File: config.mk
export PLATFORM = sky130hd
export DESIGN_NAME = vertex_write_buffer
export DESIGN_NICKNAME = d
export VERILOG_FILES = /design/src/rtl/vertex_write_buffer.sv
export SDC_FILE = /design/constraint.sdc
export NUM_CORES = 1
export LEC_CHECK = 0
export CORE_ASPECT_RATIO = 2
export CORE_MARGIN = 1.5
export CORE_UTILIZATION = 40
export CTS_CLUSTER_SIZE = 30
export DETAILED_ROUTE_END_ITERATION = 12
export PLACE_DENSITY = 0.6
export SLEW_MARGIN = 20
export SYNTH_ARGS = -nofsm -noshare
export SYNTH_HDL_FRONTEND = slang
export SYNTH_SLANG_ARGS = --single-unit
File: constraint.sdc
create_clock -name clk -period 14.65 [get_ports clk]
set_input_delay 2.1975 -clock clk [delete_from_list [all_inputs] [get_ports clk]]
set_output_delay 2.1975 -clock clk [all_outputs]
set_load 0.05 [all_outputs]
File: src/rtl/vertex_write_buffer.sv
// rtl/vertex_write_buffer.sv - circular FIFO between matrix datapath and memory write port
module vertex_write_buffer #(
    parameter int WIDTH        = 32,
    parameter int ADDR_WIDTH   = 32,
    parameter int DEPTH        = 8,
    parameter int STALL_MARGIN = 2
) (
    input  logic                      clk,
    input  logic                      rst_n,
    input  logic                      in_valid,
    input  logic [ADDR_WIDTH-1:0]     in_addr,
    input  logic [WIDTH-1:0]          in_data,
    output logic                      stall,
    output logic                      wr_valid,
    input  logic                      wr_ready,
    output logic [ADDR_WIDTH-1:0]     wr_addr,
    output logic [WIDTH-1:0]          wr_data,
    input  logic                      drain,
    output logic                      drain_done,
    output logic [$clog2(DEPTH):0]    count,
    output logic                      overflow,
    input  logic                      clear_err
);

    localparam int PTR_W = $clog2(DEPTH);
    localparam int CNT_W = PTR_W + 1;

    typedef enum logic {
        stRun,
        stDrain
    } drainState_e;

    logic [ADDR_WIDTH-1:0] addrMem [DEPTH];
    logic [WIDTH-1:0]      dataMem [DEPTH];

    // Pointers carry one extra wrap bit so full and empty are distinguishable.
    logic [PTR_W:0] wrPtr;
    logic [PTR_W:0] rdPtr;
    logic           isEmpty;
    logic           isFull;
    logic           doPush;
    logic           doPop;
    drainState_e    drainState;

    assign isEmpty  = (wrPtr == rdPtr);
    assign isFull   = (wrPtr[PTR_W-1:0] == rdPtr[PTR_W-1:0]) && (wrPtr[PTR_W] != rdPtr[PTR_W]);
    // Full is judged before the edge, so a same-cycle pop cannot make room for the beat.
    assign doPush   = in_valid && !isFull;
    assign doPop    = !isEmpty && wr_ready;

    assign count    = wrPtr - rdPtr;
    assign stall    = (count >= CNT_W'(DEPTH - STALL_MARGIN));
    assign wr_valid = !isEmpty;
    assign wr_addr  = addrMem[rdPtr[PTR_W-1:0]];
    assign wr_data  = dataMem[rdPtr[PTR_W-1:0]];

    // Storage array; contents need no reset because wr_valid masks stale entries.
    always_ff @(posedge clk) begin
        if (doPush) begin
            addrMem[wrPtr[PTR_W-1:0]] <= in_addr;
            dataMem[wrPtr[PTR_W-1:0]] <= in_data;
        end
    end

    // Read/write pointer advance; power-of-two depth lets the index wrap naturally.
    always_ff @(posedge clk) begin
        if (!rst_n) begin
            wrPtr <= '0;
            rdPtr <= '0;
        end else begin
            if (doPush) begin
                wrPtr <= wrPtr + CNT_W'(1);
            end
            if (doPop) begin
                rdPtr <= rdPtr + CNT_W'(1);
            end
        end
    end

    // Sticky overflow on a dropped beat; a drop in the same cycle as clear_err keeps it set.
    always_ff @(posedge clk) begin
        if (!rst_n) begin
            overflow <= 1'b0;
        end else if (in_valid && isFull) begin
            overflow <= 1'b1;
        end else if (clear_err) begin
            overflow <= 1'b0;
        end
    end

    // Drain tracker: after a job is issued, pulse drain_done once the buffer is empty and idle.
    always_ff @(posedge clk) begin
        if (!rst_n) begin
            drainState <= stRun;
            drain_done <= 1'b0;
        end else begin
            drain_done <= 1'b0;
            case (drainState)
                stRun: begin
                    if (drain) begin
                        drainState <= stDrain;
                    end
                end
                stDrain: begin
                    if ((count == '0) && !doPush) begin
                        drain_done <= 1'b1;
                        drainState <= stRun;
                    end
                end
                default: drainState <= stRun;
            endcase
        end
    end

endmodule
# Yosys cells after proc, flatten, opt, wreduce, memory -nomap -nowiden
# Memory sizes are Yosys's and may differ from the RTL's. A register that Yosys moved wholly into a read port is not among the register bits.
# Index checks and enable logic that the tools add are counted.
[op_classes]
bitwise_logic = 1
n_lt_le_gt_ge = 1
reduce_logical = 11
n_eq_ne = 3
shift = 0
n_div = 0
mux = 12
multipliers = 0
add_sub_neg = 3
[ops]
columns = ["cell", "n"]
rows = [
  ["$mux 3", 4],
  ["$add 4x1->4 const B", 2],
  ["$mux 1", 7],
  ["$logic_and 1x1->1", 5],
  ["$eq 4x4->1", 1],
  ["$ge 4x3->1 const B", 1],
  ["$logic_not 4->1", 1],
  ["$sub 4x4->4", 1],
  ["$eq 3x3->1", 1],
  ["$logic_not 1->1", 3],
  ["$pmux 1 s2", 1],
  ["$reduce_and 2->1", 1],
  ["$reduce_bool 2->1", 1],
  ["$ne 1x1->1", 1],
  ["$not 1->1", 1],
]
[totals]
register_bits = 11
mem_bits_ro = 0
output_inout_bits = 72
elab_cells = 38
input_bits = 70
n_memories = 2
ram_bits = 512
latch_bits = 0
[memory_table]
columns = ["name", "depth", "width", "read_ports", "rd_clocked_by_memory_dff", "wr", "line_no", "text"]
rows = [
  ["addrMem", 8, 32, 1, 1, 1, "33", "logic [ADDR_WIDTH-1:0] addrMem [DEPTH];"],
  ["dataMem", 8, 32, 1, 1, 1, "34", "logic [WIDTH-1:0] dataMem [DEPTH];"],
]

# Longest topological paths before layout
# Gate-level depths: netlist (run 1).
[logic_depth]
depth_word = 8
depth_mapped = 7
mapped_depth_nobuf = 6

# Worst setup path after synthesis (run 1)
# Ideal clock, no wire load.
[synth_path]
path_kind = "input -> register"
from = "input in_valid"
to = "memory addrMem[0][0], enable pin"
n_path_buf = 0
path_slack_ns = 5.629
required_ns = 14.006
arrival_time_ns = 8.378
setup_ns = 0.644
path_stages = 2
path_cell_list = "o21ai_2 > nor4_1"
[synth_between]
elab_chain_len = 3
[synth_rtl]
columns = ["element", "line_no", "text"]
rows = [
  ["start, declared", "10", "input logic in_valid,"],
  ["$logic_and 1x1->1", "48", "assign doPush = in_valid && !isFull;"],
  ["$mux 1", "59", "if (doPush) begin"],
  ["$mux 1 (implied by the code)", "60", "addrMem[wrPtr[PTR_W-1:0]] <= in_addr;"],
  ["end, declared", "33", ""],
]
# Every way passes these cells.

==> results of run 1 <==
==> state kept, by name (all words and copies together), names as in the netlist, named ones only <==
name,flops
addrMem,256
dataMem,256
rdPtr,4
wrPtr,4
drainState,1
drain_done,1
overflow,1
==> per-layer routing <==
metal | vias to the layer above | routed length (um) | GRT usage
met3 | 55 | 1570 | 0.0239
met4 | 2 | 878 | 0.0461
met1 | 4675 | 16100 | 0.199
met2 | 178 | 21200 | 0.279
met5 | - | 12 | 0
li1 | 3828 | - | -
==> layout make-up <==
class / instances / area [sq um]
clock buffer: 53 / 1160
fill: 4074 / 25700
inverter: 8 / 30.0
sequential: 526 / 15700
clock inverter: 27 / 256
tap: 643 / 805
multi-input combinational: 254 / 4080
timing repair buffer: 158 / 1540
==> cells by family (layout without fill, tap and decap cells) <==
| family | after synthesis | after routing | share of synthesized area |
|---|---|---|---|
| buffers and inverters | 46 | 246 | 0.0137 |
| DFF | 526 | 526 | 0.784 |
| and+or+nand+nor | 34 | 34 | 0.00903 |
| muxes | 192 | 192 | 0.181 |
| xor gates and xnor gates | 10 | 10 | 0.00439 |
| AOI/OAI and AO/OA | 12 | 12 | 0.00389 |
| adders and majority gates | 6 | 6 | 0.00414 |
==> worst register-to-register path: stages, from the launching register on <==
cell and delay, ns:
dfxtp_1 0.56, inv_1 0.10, ha_1 0.36, nand3_1 0.20, o21ai_2 0.20, or2_2 0.41, nor2_4 0.80, buf_4 0.72
==> through the flow <==
| stage | worst slack, ns | utilization | total power (uW) | area, sq um | hold WS [ns] |
|---|---|---|---|---|---|
| 2_1_floorplan | 5.63 | - | 2250 | 20000 | 0.513 |
| 3_3_place_gp | 8.81 | 0.450 | 2440 | 22100 | 0.495 |
| 3_5_place_dp | 8.85 | 0.450 | 2440 | 22100 | 0.504 |
| 4_1_cts | 8.26 | 0.478 | 3610 | 23500 | 0.523 |
| 5_1_grt | 8.11 | 0.478 | 3680 | 23500 | 0.546 |
| 6_report | 8.45 | 0.478 | 3550 | 23500 | 0.513 |
==> placed cells by master, fill, tap and decap left out, types with 2 or more instances in the layout <==
cell type        Yosys  final
and2_1               7      7
mux2_2              64     64
nor2_4               0      2
xnor2_1              7      7
inv_1                8      8
nand4_1              2      2
ha_1                 5      5
clkinv_1             0      8
inv_6                0      4
nor2b_1              2      2
dfxtp_1             14     11
o21ai_0              4      4
o211ai_1             2      2
nand2_1              7      7
mux4_2             128    128
xor2_1               3      3
bufinv_16            0      4
edfxtp_1           512    512
nand3_1              4      4
clkinvlp_4           0      5
dfxtp_4              0      3
clkinv_2             0      5
clkbuf_1            11      8
nor3_2               0      4
clkbuf_16            0     45
clkdlybuf4s50_1      0    141
buf_4                2     17
==> how the worst min path moves through the flow <==
stage	from	to	depth (start not counted)
after global placement	overflow	overflow	2
after global routing	overflow	overflow	2
after detailed placement	overflow	overflow	2
after floorplan	drainState	drainState	2
final	overflow	overflow	2
after CTS	overflow	overflow	2
==> power by group through the flow <==
stage | clock (uW) | sequential, uW | combinational (uW)
after CTS | 1190 | 1730 | 681
after global routing | 1240 | 1740 | 704
after floorplan | 0 | 1740 | 512
after detailed placement | 0 | 1770 | 679
after global placement | 0 | 1760 | 678
final | 1160 | 1730 | 666
==> impl_results.md, run 1 <==
* Status: completed
* VDD IR max at 0.0861 mV
* Vias/cell at 5.24
* Worst slew pin tran at 1.06 ns
* Clk Tree Root Cell: clkbuf_16
* Post-route insts no fill at 1669
* DRC viols at 0
* Top_reg_cell synth: edfxtp_1
* Total CTS buffers at 44
* Antenna-violating nets left at 0
* Leak at 0.00720 uW
* Hold Fails Final Rpt at 0
* Setup Viol. Count Final at 0
* Antenna diode count at 0
* Post-Synthesis Cells at 826
* Slew Viols, Final at 0
* Drt total wl at 39800 um
* Synthesized flop and latch total at 526
* Crit path max fanout at 47
* Share of the synthesized area in the top cell type at 0.770
* Number of placed instances, taps included at 1589
* RSZ-0062 raised after global routing: false
* CORE AREA at 49200 sq um
* Crit path depth at 4
* Mapped Area at 20000 sq um
* Post-synth EDFFs at 512
* Largest net degree at the start of global routing at 68
* Buf/Inv on CP at 2
* Post-Syn Nets at 902
* Worst path required time at 12.45 ns
* WS Path Type: register to output port
* Vias in the first global route at 9617
* Fin nets at 1068
* Synth cell types at 33
* Combinational share of power at 0.188
* Total Neg Setup Slack at 0 ns
* First-pass GRT wire length at 59800 um
* IO Port Bufs at 141
* Clock tree buffer depth at 3
* R2R Setup Slk at 10.89 ns
* Remaining Overflow, GRT at 0
* Rows at 115
* Drt wl/cell at 23.8 um
* RR Endpoint: dataMem[5][0]
* Detail Placement HPWL at 20800 um
* Internal cell power at 2620 uW
* Sink Count at 526
* Maximum clock rate at 161 MHz
* Switching Fraction at 0.262
* Hold buffer count at CTS at 0
* Worst Setup EP: wr_data[16]
* Register area share after synthesis at 0.784
* Critical Path Slowest Stage Cell: dfxtp_4
* Initial antenna violation count at 1
* Final worst-path cycle share at 0.423
* Count leader, synth: edfxtp_1
* Max incr delay on CP at 0.90 ns
* Final GP Congestion at 0.680
* Clk slew on worst S/H paths at 0.06 ns
* NetSw at 929 uW
* Max Cap Viol at 0
* Layout cells sized above 1 at 0.279
* Avg Inst Size Synth at 24.2 sq um
* FF-to-FF path depth at 7
* Total GRT Usage at 0.158
* Clk pwr share at 0.326
* Later-pin clock latency in the skew report at 0.55 ns
* Tmin final at 6.20 ns
* Post-synth top cells: 512 x edfxtp_1, 128 x mux4_2, 64 x mux2_2
* Total iterations of the first detailed-routing run at 5
* Crit-path leading delay family: buffers and inverters
* Die W at 161 um
* Ports at 142
* Worst path cell trace: buf_4, mux4_2, mux2_2, clkdlybuf4s50_1
* Share of synthesized flip-flops with an asynchronous set or reset at 0
* Area leader, netlist: edfxtp_1
* Starting Density at 0.406
* Post-CTS Setup Bufs at 0
* Reg power frac at 0.487
* H-tree depth at 2
* Clock skew at 0.00970 ns
* Critical Path AT at 4.00 ns
* DR iter-0 viols at 499
* Slew margin rel. at 0.293
* Setup crit start kind: register
* YS warnings at 0
* Die area at 51300 sq um
* CP Capture Type: output port
* CTS tree: done
* Hold crit path type: register to register
* Synth area leaders: edfxtp_1 77%, mux4_2 14%, mux2_2 3.6%, dfxtp_1 1.4%, buf_6 0.68%
* Worst r2r src: wrPtr[0]
* Via count at 8738
* Die span in y at 319 um
* Post-CTS sizing at 0
* Power Density at 151 nW/um^2
* Synth-to-Final Area Change at 17.9%
No activity file was read; power rests on OpenSTA's default activity.
==> inputs of run 2 (changes only) <==
Settings changed: PLACE_DENSITY 0.6 to 0.62.
Clock period 14.65 ns to 5.1 ns, I/O delays scaled along.
==> run 2 against run 1 <==
Effect of this change:
- clock power increased to 2.7 times the previous value
- power increased to 2.8 times the previous value
- sequential share of layout area decreased by 0.085 points
- critical path type unchanged
- combinational power increased to 3.0 times the previous value
==> impl_results.md, run 2 (synthesis gave the netlist of run 1 again) <==
* VDD IR max at 0.303 mV (+250%)
* Combinational share of power at 0.199 (+0.011)
* CP Capture Type: output port
* Setup Viol. Count Final at 0 (unchanged)
* Maximum clock rate at 255 MHz
* Worst path cell trace: buf_4, mux4_2, mux2_2, clkdlybuf4s50_1
* Total GRT Usage at 0.157 (-0.00105)
* Leak at 0.00717 uW (-0.31%)
* IO Port Bufs at 141 (unchanged)
* Die W at 161 um (unchanged)
* Hold path startpoint: overflow
* Clk slew on worst S/H paths at 0.07 ns (about the same)
* CTS tree: done
* Die span in y at 319 um (unchanged)
* Vias in the first global route at 9735 (+1.2%)
* Crit path max fanout at 38 (-19%)
* Hold depth at 2 (unchanged)
* Via count at 8830 (+1.1%)
* Reg power frac at 0.490 (+0.003)
* Worst path required time at 4.34 ns (-8.11 ns)
* Sink Count at 526 (unchanged)
* Post-CTS Setup Bufs at 0 (unchanged)
* Die area at 51300 sq um (unchanged)
* DR iter-0 viols at 445 (-11%)
* Post-CTS sizing at 0 (unchanged)
* Worst slew pin tran at 0.878 ns (-0.183 ns)
* NetSw at 2660 uW (+190%)
* Clock tree buffer depth at 3 (unchanged)
* Synth-to-Final Area Change at 18.1%
* Commonest non-fill, non-tap cell in the layout: edfxtp_1
* Hold Fails Final Rpt at 0 (unchanged)
* Total iterations of the first detailed-routing run at 6 (+1)
* Later-pin clock latency in the skew report at 0.57 ns (+0.02 ns)
* Clock skew at 0.0200 ns (+0.0103 ns)
* Slew margin rel. at 0.415 (+0.122)
* Max Cap Viol at 0 (unchanged)
* Layout cells sized above 1 at 0.273 (-0.00558)
* FF-to-FF path depth at 7 (unchanged)
* Starting Density at 0.406 (unchanged)
* Antenna-violating nets left at 0 (unchanged)
* RSZ-0062 raised after global routing: false
* Final GP Congestion at 0.691 (+1.7%)
* Initial antenna violation count at 1 (unchanged)
* Power Density at 424 nW/um^2 (+180%)
* Hold crit path type: register to register
* Critical Path AT at 3.16 ns (-0.84 ns)
* Remaining Overflow, GRT at 0 (unchanged)
* Internal cell power at 7350 uW (+180%)
* RR Endpoint: addrMem[3][23]
* CORE AREA at 49200 sq um (unchanged)
* Antenna diode count at 0 (unchanged)
* Slew Viols, Final at 0 (unchanged)
* Switching Fraction at 0.265 (+0.00384)
* Total power at 10000 uW (+180%)
* Drt wl/cell at 23.5 um (-1.5%)
* DRC viols at 0 (unchanged)
* Vias/cell at 5.29 (+1.1%)
* H-tree depth at 2 (unchanged)
* Most frequent cells in the layout: 512 x edfxtp_1, 141 x clkdlybuf4s50_1, 128 x mux4_2
* First-pass GRT wire length at 59500 um (-0.43%)
* Worst Hold Endpoint: overflow
* Crit-path leading delay family: buffers and inverters
* Max incr delay on CP at 0.71 ns (-0.19 ns)
* Worst r2r src: wrPtr[0]
* Status: completed
* R2R Setup Slk at 1.95 ns (-8.94 ns)
* Ports at 142 (unchanged)
* Total CTS buffers at 44 (unchanged)
* Rows at 115 (unchanged)
* Fin nets at 1067 (-0.094%)
* Final worst-path cycle share at 0.770
* Clk Tree Root Cell: clkbuf_16
* Buf/Inv on CP at 2 (unchanged)
* Final core utilization at 0.479 (+0.000611)
* Hold buffer count at CTS at 0 (unchanged)
* Setup crit start kind: register
* Tmin final at 3.93 ns
* Critical Path Slowest Stage Cell: clkdlybuf4s50_1
* Drt total wl at 39100 um (-1.6%)
* Clk pwr share at 0.311 (-0.015)
* Largest net degree at the start of global routing at 67 (-1.5%)
* WS Path Type: register to output port
* Detail Placement HPWL at 20300 um (-2.7%)
run 2: worst max-delay path by stage:
| stage | from | endpoint | cells past startpoint |
|---|---|---|---|
| 6_report | register | wr_addr[22] | 4 |
| 2_1_floorplan | wrPtr[0] | addrMem[6][0] | 6 |
| 5_1_grt | register | wr_addr[18] | 4 |
| 3_3_place_gp | register | wr_addr[23] | 4 |
| 4_1_cts | register | wr_addr[23] | 4 |
| 3_5_place_dp | register | wr_addr[23] | 4 |
run 2: area by class of cell:
cell class,count,area (sq um)
Fill cell,4045,25600
Timing Repair Buffer,157,1670
Tap cell,643,805
Clock buffer,58,1170
Clock inverter,22,123
Sequential cell,526,15700
Inverter,8,30.0
Multi-Input combinational cell,254,4100
run 2: per-layer routing:
| metal | part of all wire | track usage |
|---|---|---|
| met3 | 0.039 | 0.0245 |
| met2 | 0.54 | 0.281 |
| met1 | 0.40 | 0.191 |
| met4 | 0.025 | 0.0523 |
| met5 | 0.00026 | 0 |
run 2: per-stage QoR:
step	hold slack, ns	setup TNS, ns	worst slack, ns	area, sq um	std cells
after CTS	0.538	0	1.07	23600	1668
final	0.527	0	1.17	23600	1668
after global placement	0.503	0	1.69	22300	1588
after floorplan	0.513	-231.27	-1.16	20000	826
after global routing	0.608	0	1.02	23600	1668
after detailed placement	0.507	0	1.69	22300	1588
run 2: worst reg2reg max path, cell delays in order, from the launching register on:
cell and delay (ns):
dfxtp_1 0.57, inv_1 0.11, ha_1 0.35, nand3_1 0.19, o21ai_2 0.20, or2_2 0.41, nor2_4 0.65, buf_12 0.30
run 2: power by group through the flow:
stage,sequential [uW],clock (uW),combinational (uW)
after floorplan,4980,0,1470
after global placement,4990,0,2030
after detailed placement,5000,0,2030
after CTS,4900,3190,2040
after global routing,4910,3340,2110
final,4900,3110,1990
==> inputs of run 3 (changes only) <==
Clock period 5.1 ns to 3.4 ns, I/O delays scaled along.
==> run 3 against run 2 <==
Effect of this change:
- die area is the same
- largest cell class unchanged
- combinational power is 51% higher
- largest power group unchanged
- critical endpoint is now wr_addr[8]
- sequential share of layout area fell by 1.4 points
- setup slack got worse by 1.1 ns
==> impl_results.md, run 3 (synthesis gave the netlist of run 1 again) <==
* VDD IR max at 0.607 mV (+100%)
* Clk slew on worst S/H paths at 0.07 ns (about the same)
* Final worst-path cycle share at 0.964
* Leak at 0.00757 uW (+5.5%)
* Post-DP Area at 22500 sq um (+0.90%)
* Total iterations of the first detailed-routing run at 6 (unchanged)
* Clk Tree Root Cell: clkbuf_16
* Power Density at 661 nW/um^2 (+56%)
* Status: completed
* Sink Count at 526 (unchanged)
* Fin nets at 1088 (+2.0%)
* Via count at 8827 (-0.034%)
* Ports at 142 (unchanged)
* Starting Density at 0.406 (unchanged)
* Initial antenna violation count at 0 (-1)
* Die W at 161 um (unchanged)
* Final GP Congestion at 0.711 (+2.8%)
* Die span in y at 319 um (unchanged)
* Total CTS buffers at 47 (+6.8%)
* Rows at 115 (unchanged)
* Hold crit path type: register to register
* CORE AREA at 49200 sq um (unchanged)
* WS Path Type: register to output port
* Drt total wl at 40400 um (+3.2%)
* Finished Cell Area at 24100 sq um (+2.2%)
* Hold Fails Final Rpt at 0 (unchanged)
* Layout cells sized above 1 at 0.319 (+0.0462)
* IO Port Bufs at 141 (unchanged)
* H-tree depth at 2 (unchanged)
* Crit path max fanout at 35 (-7.9%)
* Die area at 51300 sq um (unchanged)
* First-pass GRT wire length at 61800 um (+3.8%)
* Register Area at 15700 sq um (about the same)
* Max Cap Viol at 0 (unchanged)
* Slew Viols, Final at 0 (unchanged)
* DR iter-0 viols at 496 (+11%)
* Drt wl/cell at 23.9 um (+1.7%)
* Vias/cell at 5.22 (-1.5%)
* Total Neg Setup Slack at 0 ns (unchanged)
* Remaining Overflow, GRT at 0 (unchanged)
* Vias in the first global route at 10100 (+3.4%)
* RSZ-0062 raised after global routing: false
* Commonest non-fill, non-tap cell in the layout: edfxtp_1
* Maximum clock rate at 305 MHz
* Largest net degree at the start of global routing at 65 (-3.0%)
* CTS tree: done
* DRC viols at 0 (unchanged)
* # fillers at 4038 (-0.17%)
* Setup crit start kind: register
* Worst slew pin tran at 0.644 ns (-0.234 ns)
* Worst path required time at 2.89 ns (-1.45 ns)
* Antenna diode count at 0 (unchanged)
* Clock tree buffer depth at 3 (unchanged)
* Total power at 15900 uW (+59%)
* Antenna-violating nets left at 0 (unchanged)
* CP Capture Type: output port
* Multi-input gate area at 4150 sq um (+1.3%)
* Most frequent cells in the layout: 512 x edfxtp_1, 128 x mux4_2, 78 x clkdlybuf4s50_1
* Slew margin rel. at 0.571 (+0.156)
* Later-pin clock latency in the skew report at 0.57 ns (about the same)
* Critical Path AT at 2.77 ns (-0.39 ns)
* Total GRT Usage at 0.163 (+0.00620)
* Clock skew at 0.0139 ns (-0.00608 ns)
* Tmin final at 3.28 ns
* Synth-to-Final Area Change at 20.7%
* Detail Placement HPWL at 22900 um (+13%)
* Setup Viol. Count Final at 0 (unchanged)
## run 3: cell types whose count changed in the layout (fill, tap and decap cells not counted), moves of 3 or more
cell             change
buf_4               +28
nor3_2               -3
clkbuf_16            +4
bufinv_16            +8
nor3_4               +3
dlygate4sd2_1       +44
clkdlybuf4s50_1     -63
clkbuf_1             -8
buf_12               +6
dfxtp_1              -3
dfxtp_2              +3
clkinv_2             +3
## run 3: power by group
| part | leakage (uW) | internal, uW | switching [uW] |
|---|---|---|---|
| clock network | 0.000789 | 3240 | 2320 |
| registers | 0.00477 | 7290 | 67.6 |
| logic | 0.00201 | 1270 | 1750 |
| total | 0.00757 | 11800 | 4130 |
## run 3: metal layers
metal,track usage,wire (um),up-vias
met5,0,0,-
met4,0.0529,965,0
met3,0.0267,1600,62
met2,0.299,22000,185
met1,0.192,15800,4705
li1,-,-,3875
## run 3: final cells by class
class | instances | share of cell area
multi-input cells | 254 | 0.172
flip-flops and latches | 526 | 0.650
clock buffers | 54 | 0.0517
inverters | 8 | 0.00135
well taps | 643 | 0.0334
repair buffers | 175 | 0.0758
clock inverters | 32 | 0.0152
## run 3: metrics by stage
| stage | util | hold slack, ns | setup slack (ns) | cells |
|---|---|---|---|---|
| after CTS | 0.490 | 0.519 | 0.0169 | 1692 |
| final | 0.490 | 0.518 | 0.121 | 1692 |
| after global placement | 0.457 | 0.499 | 0.454 | 1603 |
| after detailed placement | 0.457 | 0.500 | 0.473 | 1603 |
| after global routing | 0.490 | 0.564 | 0.0295 | 1692 |
| after floorplan | - | 0.509 | -0.176 | 826 |
## run 3: critical path: stages (launching register included)
cell and delay (ns):
dfxtp_4 0.55, buf_12 0.28, mux4_2 0.34, mux2_2 0.30
clkdlybuf4s50_1 0.70
## run 3: path summary, 6_finish.rpt
path / startpoint / end / depth (start not counted) / slack, ns
worst min register to register: overflow / overflow / 2 / 0.52
worst max register to register: rdPtr[2] / dataMem[1][28] / 7 / 0.94
worst max-delay path: register / wr_addr[8] / 4 / 0.12
worst min-delay path: overflow / overflow / 2 / 0.52
## run 3: timing repair
action                                  4_1_cts  5_1_grt
hold buffers                                  0        0
setup buffers                                 2        0
gates resized for setup                      45        1
cloned                                        1        0
endpoints found under the setup margin       62        1
